### src/rtl/reg_seq_pkg.sv
// reg_seq_pkg: shared op/state encodings and default widths for reg_file_sequencer.
package reg_seq_pkg;
    localparam int DATA_W_DEF = 16;
    localparam int ADDR_W_DEF = 3;
    typedef enum logic [1:0] {OP_ADD, OP_SUB, OP_AND, OP_OR} op_t;
    typedef enum logic [2:0] {S_IDLE, S_READ, S_EXEC, S_WRITE, S_DONE, S_INIT} state_t;
endpackage

### src/rtl/seq_alu.sv
// seq_alu: combinational ADD/SUB/AND/OR with carry (borrow on SUB) and zero flags.
module seq_alu
    import reg_seq_pkg::*;
#(
    parameter int DATA_W = DATA_W_DEF
) (
    input  logic [DATA_W-1:0] A,
    input  logic [DATA_W-1:0] B,
    input  logic [1:0]        op,
    output logic [DATA_W-1:0] result,
    output logic              carry,
    output logic              zero
);
    logic [DATA_W:0] sum, diff;
    assign sum  = {1'b0, A} + {1'b0, B};
    // The extra bit of a zero-extended difference is set exactly when A < B.
    assign diff = {1'b0, A} - {1'b0, B};
    always_comb begin
        result = op == OP_ADD ? sum[DATA_W-1:0] :
                 op == OP_SUB ? diff[DATA_W-1:0] :
                 op == OP_AND ? A & B : A | B;
        carry  = op == OP_ADD ? sum[DATA_W] : op == OP_SUB ? diff[DATA_W] : 1'b0;
        zero   = result == '0;
    end
endmodule

### src/rtl/reg_file_sequencer.sv
// reg_file_sequencer: go-triggered read/ALU/write-back controller for the 8x16 reg_file.
// Define REG_SEQ_INIT_SWEEP_EN to zero every register after reset before accepting work.
module reg_file_sequencer
    import reg_seq_pkg::*;
#(
    parameter int DATA_W = DATA_W_DEF,
    parameter int ADDR_W = ADDR_W_DEF
) (
    input  logic              clk,
    input  logic              reset,
    input  logic              go,
    input  logic [1:0]        op,
    input  logic [ADDR_W-1:0] src_a,
    input  logic [ADDR_W-1:0] src_b,
    input  logic [ADDR_W-1:0] dst,
    input  logic [DATA_W-1:0] R_in,
    input  logic [DATA_W-1:0] S_in,
    output logic [ADDR_W-1:0] R_adr,
    output logic [ADDR_W-1:0] S_adr,
    output logic [ADDR_W-1:0] W_adr,
    output logic [DATA_W-1:0] W,
    output logic              we,
    output logic              busy,
    output logic              done,
    output logic              carry,
    output logic              zero
);
`ifdef REG_SEQ_INIT_SWEEP_EN
    localparam state_t RST_STATE = S_INIT;
`else
    localparam state_t RST_STATE = S_IDLE;
`endif
    state_t            state, next;
    logic [1:0]        op_q;
    logic [DATA_W-1:0] a_q, b_q, res;
    logic              alu_c, alu_z;

    seq_alu #(.DATA_W(DATA_W)) u_alu (
        .A(a_q), .B(b_q), .op(op_q), .result(res), .carry(alu_c), .zero(alu_z)
    );

    always_ff @(posedge clk)
        state <= reset ? RST_STATE : next;

    always_comb begin
        next = state == S_INIT  ? (W_adr == '1 ? S_IDLE : S_INIT) :
               state == S_IDLE  ? (go ? S_READ : S_IDLE) :
               state == S_READ  ? S_EXEC :
               state == S_EXEC  ? S_WRITE :
               state == S_WRITE ? S_DONE : S_IDLE;
    end

    // Strobes decode straight from the state register, so they stay glitch-free and input-independent.
    assign busy = state != S_IDLE;
    assign we   = state == S_WRITE || state == S_INIT;
    assign done = state == S_DONE;

    // The read/write address registers double as the latched operands and, during INIT, the sweep counter.
    always_ff @(posedge clk) begin
        if (reset) begin
            R_adr <= '0;
            S_adr <= '0;
            W_adr <= '0;
            W     <= '0;
            carry <= 1'b0;
            zero  <= 1'b0;
            op_q  <= '0;
            a_q   <= '0;
            b_q   <= '0;
        end else begin
            if (state == S_INIT)
                W_adr <= W_adr + 1'b1;
            if (state == S_IDLE && go) begin
                op_q  <= op;
                R_adr <= src_a;
                S_adr <= src_b;
                W_adr <= dst;
            end
            if (state == S_READ) begin
                a_q <= R_in;
                b_q <= S_in;
            end
            if (state == S_EXEC) begin
                W     <= res;
                carry <= alu_c;
                zero  <= alu_z;
            end
        end
    end
endmodule

### config.mk
export PLATFORM = sky130hd
export DESIGN_NAME = reg_file_sequencer
export DESIGN_NICKNAME = d
export VERILOG_FILES = /design/src/rtl/reg_seq_pkg.sv /design/src/rtl/seq_alu.sv /design/src/rtl/reg_file_sequencer.sv
export SDC_FILE = /design/constraint.sdc
export NUM_CORES = 1
export LEC_CHECK = 0
export BUFFER_PORTS_ARGS = -buffer_cell sky130_fd_sc_hd__buf_2
export CAP_MARGIN = 0
export CORE_MARGIN = 5
export CORE_UTILIZATION = 50
export DETAILED_ROUTE_END_ITERATION = 8
export PLACE_DENSITY_LB_ADDON = 0.25
export SKIP_LAST_GASP = 1
export SLEW_MARGIN = 20
export SYNTH_ARGS = -nofsm -noshare
export SYNTH_HDL_FRONTEND = slang
export SYNTH_HIERARCHICAL = 1
export SYNTH_SLANG_ARGS = --single-unit
### constraint.sdc
create_clock -name clk -period 4.04 [get_ports clk]
set_input_delay 0.606 -clock clk [delete_from_list [all_inputs] [get_ports clk]]
set_output_delay 0.606 -clock clk [all_outputs]
set_load 0.05 [all_outputs]
-- Word-level counts from Yosys, hierarchy flattened
Index checks and enable logic that the tools add are counted.
- flip-flop bits (word level): 64
- logic and storage cells: 44
- input bits: 46
- equal/unequal tests: 8
- mux-type cells: 14
- bitwise logic cells: 2
- $add $sub $neg: 3
- reduce and logical (&&, ||, !) cells: 7
- operator list (cell ; count):
    16-bit two-way mux ; 3
    3-bit two-way mux ; 8
    16-bit by 16-bit adder with 17-bit output ; 1
    16-bit by 16-bit subtractor with 17-bit output ; 1
    16-bit AND ; 1
    16-bit logical NOT ; 1
    16-bit OR ; 1
    3-bit == test (second input constant) ; 3
    3-bit by 2-bit == test with 1-bit output (second input constant) ; 2
    3-bit by 1-bit adder with 3-bit output (second input constant) ; 1
    3-bit by 1-bit == test with 1-bit output (second input constant) ; 1
    3-bit logical NOT ; 1
    1-bit two-way mux ; 3
    3-bit nonzero test ; 1
    2-bit by 1-bit == test with 1-bit output (second input constant) ; 1
    2-bit == test (second input constant) ; 1
    2-bit logical NOT ; 1
    2-bit nonzero test ; 1
    1-bit logical AND ; 1
    1-bit logical OR ; 1

-- Longest topological paths before layout
- depth after elaboration: 6
- mapped depth: 14
- mapped depth without buffers: 14

-- Cells and area by module
The synthesis kept the hierarchy.
- modules (own cells, without submodules) (module ; sequential area each (µm²) ; area an instance (µm²) ; instances ; cells an instance):
    reg_file_sequencer ; 1281.2 ; 2408.6 ; 1 ; 289
    seq_alu ; 0.0 ; 2289.7 ; 1 ; 337

-- Least setup slack after synthesis
Ideal clock, no wire load.
- path type: flip-flop to flip-flop
- from: register a_q[0]
- to: register zero
- data required time: 3.968 ns
- path buffers: 0
- setup slack: 0.956 ns
- stages on the path, launching flop included: 15
- setup time: 0.072 ns
- arrival time: 3.012 ns
- path through: dfxtp_1 inv_1 ha_1 fa_1 o21bai_1 a21oi_1 xor2_1 a221o_1 nor4b_1 o211ai_1 or4_4 nor4_2 and4bb_1 nand2_1 a21oi_1
- RTL lines (element ; line ; source):
    start: declaration ; reg_file_sequencer.sv:35 ; logic [DATA_W-1:0] a_q, b_q, res;
    start signal: assignment ; reg_file_sequencer.sv:80 ; a_q <= R_in;
    16-bit by 16-bit subtractor with 17-bit output ; seq_alu.sv:17 ; assign diff = {1'b0, A} - {1'b0, B};
    16-bit two-way mux ; seq_alu.sv:20 ; op == OP_SUB ? diff[DATA_W-1:0] :
    16-bit two-way mux * ; seq_alu.sv:19 ; result = op == OP_ADD ? sum[DATA_W-1:0] :
    net res[4] ; reg_file_sequencer.sv:35 ;
    16-bit logical NOT * ; seq_alu.sv:23 ; zero = result == '0;
    net alu_z ; reg_file_sequencer.sv:36 ; logic alu_c, alu_z;
    end signal: assignment ; reg_file_sequencer.sv:86 ; zero <= alu_z;
    end: declaration ; reg_file_sequencer.sv:26 ; output logic zero
The timed path passes the listed nets; every way through them passes the cells marked *.
A chain may end at the register's enable or synchronous reset.

-- Final worst setup path
Ends and elaborated chain as after synthesis.

==> flow_summary.json <==
{
  "status": "finished clean",
  "leakagePower_nw": 2.187,
  "clockBufferDepth": 2,
  "final-setup-viol-count": 0,
  "clock_skew_ns": 0.01053,
  "pre_cts_slack_ns": 0.7197,
  "synth_area_leaders": "dfxtp_1, ha_1, nand2_1",
  "vdd_drop_max_mv": 0.2095,
  "area_delta_synth_final_pct": 12.41,
  "io_buffers": 75,
  "wirelength_um": 12230,
  "final_core_util_pct": 57.43,
  "die_h_um": 106.9,
  "drt_iter0_markers": 187,
  "htreeDepth": 3,
  "crit_family": "simple AND/OR/NAND/NOR gates",
  "ys_ff_latch": 64,
  "final_nets": 776,
  "start_kind": "flip-flop",
  "register_area_um2": 1281,
  "syn_inst": 626,
  "clkSlewWorstSetupHoldPaths_ns": 0.08,
  "ys_seq_area_share_pct": 27.27,
  "finalCritPeriodShare_pct": 84.40,
  "path_buf_inv": 1,
  "reg2reg_slack_ns": 0.63,
  "drt_drc_violations_left": 0,
  "hpwl_um": 9036,
  "synth_top_area_share_pct": 27.27,
  "critPathMaxStageDelay_ns": 0.43,
  "cts_setup_buffers": 0,
  "synth_edf_count": 0,
  "gr-total-overflow": 0,
  "grtUsageMet3_pct": 2.769,
  "cts.sinks": 64,
  "drive_above_1_share_pct": 17.57,
  "multi_input_area_um2": 3044,
  "grt_util_met2_pct": 38.67,
  "period_needed_ns": 3.410,
  "synth_common_cells": "nand2_1, a21oi_1, dfxtp_1",
  "wl_per_cell_um": 15.40,
  "routed_via_density": 5.586,
  "die_w_um": 106.9,
  "relSlewSlack_pct": 51.45,
  "place.gp.congestion": 0.9128,
  "cp_common_cell": "a21oi_1",
  "io_pins": 76,
  "holdCritPathClass": "reg2reg",
  "grt_use_met1_pct": 25.80,
  "grt_use_total_pct": 21.45,
  "drtAntennaViolNets": 0,
  "core_um2": 9196,
  "setup_slack_ns": 0.6302,
  "antenna_found_initial": 0,
  "drv_cap": 0,
  "syn-num-nets": 724,
  "avgSynthCellArea_um2": 7.505,
  "critPathMaxFanout": 3,
  "yosysUniqueCellTypes": 71,
  "setup_tns_ns": 0,
  "power_mw": 2.378,
  "num_vias": 4435,
  "grt_max_degree": 34,
  "tightest_slew_ns": 0.7275,
  "crit_arrival_ns": 3.70,
  "crit_path_end_kind": "flip-flop",
  "drtPass1Iterations": 6,
  "antennaDiodeCount": 0,
  "post_cts_resized": 0,
  "die_area_um2": 11440,
  "tritoncts": "built",
  "slowest_stage": "or4_4",
  "crit_path_cell_trace": "inv_1 > ha_1 > fa_1 > o21bai_1 > a21oi_1 > xor2_1 > a221o_1 > nor4b_1 > o211ai_1 > or4_4 > nor4_2 > and4bb_1 > nand2_1 > a21oi_1",
  "cts_root_buf": "clkbuf_8",
  "start_util_pct": 51.09,
  "nFillCells": 913,
  "whs_ns": 0.4538,
  "crit_required_ns": 4.33,
  "insertion_delay_ns": 0.35,
  "cts_hold_buf": 0,
  "p_per_area_nw_per_um2": 450.3,
  "synth_flop_cell": "dfxtp_1",
  "yosys.area.top_type": "dfxtp_1",
  "rows": 35,
  "synth_most_common_cell": "nand2_1",
  "busiest_layer": "met2",
  "synth.cell_area_um2": 4698,
  "drv_slew": 0,
  "hold_violations": 0,
  "cts_buffers": 9,
  "async_flop_share_pct": 0,
  "first_global_vias": 4216,
  "grt_pass1_wl_um": 19830,
  "fmax_ghz": 0.2933,
  "rsz0062_at_grt": "false",
  "critical_path_class": "reg2reg",
  "yosys_warnings": 6
}
## metal layers
| metal | share of wire [%] | routed length, µm |
|---|---|---|
| met5 | 0 | 0 |
| met2 | 51 | 6187 |
| met1 | 43 | 5318 |
| met4 | 2.1 | 256 |
| met3 | 3.8 | 466 |
## cell type report
type                    instances  share of cell area, %
inverters                      45                  3.198
clock buffers                  10                  2.606
repair buffers                 81                  7.960
multi-input cells             477                  57.64
well taps                     111                  2.630
clock inverters                 6                  1.706
flip-flops and latches         64                  24.26
## registers in the layout (all words and copies together), names as in the netlist
signal	count
W_adr	3
op_q	2
zero	1
b_q	16
R_adr	3
state	3
W	16
S_adr	3
carry	1
a_q	16
## path summary, 6_finish.rpt
path	from	endpoint	depth (start not counted)
hold / removal	W[14]$_SDFFE_PP0P_	W[14]$_SDFFE_PP0P_	2
hold reg to reg	W[14]$_SDFFE_PP0P_	W[14]$_SDFFE_PP0P_	2
setup / recovery	a_q[0]$_SDFFE_PP0P_	zero$_SDFFE_PP0P_	14
setup reg to reg	a_q[0]$_SDFFE_PP0P_	zero$_SDFFE_PP0P_	14
## metrics by stage
| stage | cell area (µm²) | cells |
|---|---|---|
| 2_1_floorplan | 4698 | 626 |
| 3_3_place_gp | 5054 | 778 |
| 3_5_place_dp | 5054 | 778 |
| 4_1_cts | 5281 | 794 |
| 5_1_grt | 5281 | 794 |
| 6_report | 5281 | 794 |
## report_power, final
group / internal, mW / switching, mW / leakage, nW
Combinational: 0.352 / 0.612 / 1.55
Sequential: 0.694 / 0.0656 / 0.521
Clock: 0.368 / 0.286 / 0.113
## logic make-up after synthesis
group / share of synthesized area, %
compound gates: 24.02
flops: 27.27
buf+inv: 8.069
simple gates: 22.50
fa+ha+maj: 14.17
xor+xnor: 2.237
mux: 1.731
## worst reg2reg max path: cells and delay by family (launching register included)
family	cells	cell delay [ns]
fa+ha+maj	2	0.63
xor+xnor	1	0.15
buf+inv	1	0.07
flops	1	0.36
simple gates	5	1.17
compound gates	5	0.97
## placed cells by master, fill, tap and decap left out, drive strengths merged, types with 2 or more instances in the layout
cell / n
o221ai: 2
a31oi: 2
nand2b: 7
and3: 4
a22oi: 3
or2: 4
bufinv: 2
nor3b: 4
xor2: 3
ha: 50
o31ai: 2
or3b: 2
a21o: 4
xnor2: 9
clkbuf: 10
nor4: 2
inv: 47
nand3: 6
or3: 6
nand2: 140
buf: 81
a21oi: 88
a22o: 2
a21boi: 2
o211ai: 8
o21ai: 25
nor3: 8
mux2i: 7
o31a: 3
nor4b: 2
o21bai: 8
nor2: 35
a211oi: 10
fa: 2
dfxtp: 64
a221oi: 4
a2bb2oi: 3
Power figures use the tool's default switching activity.
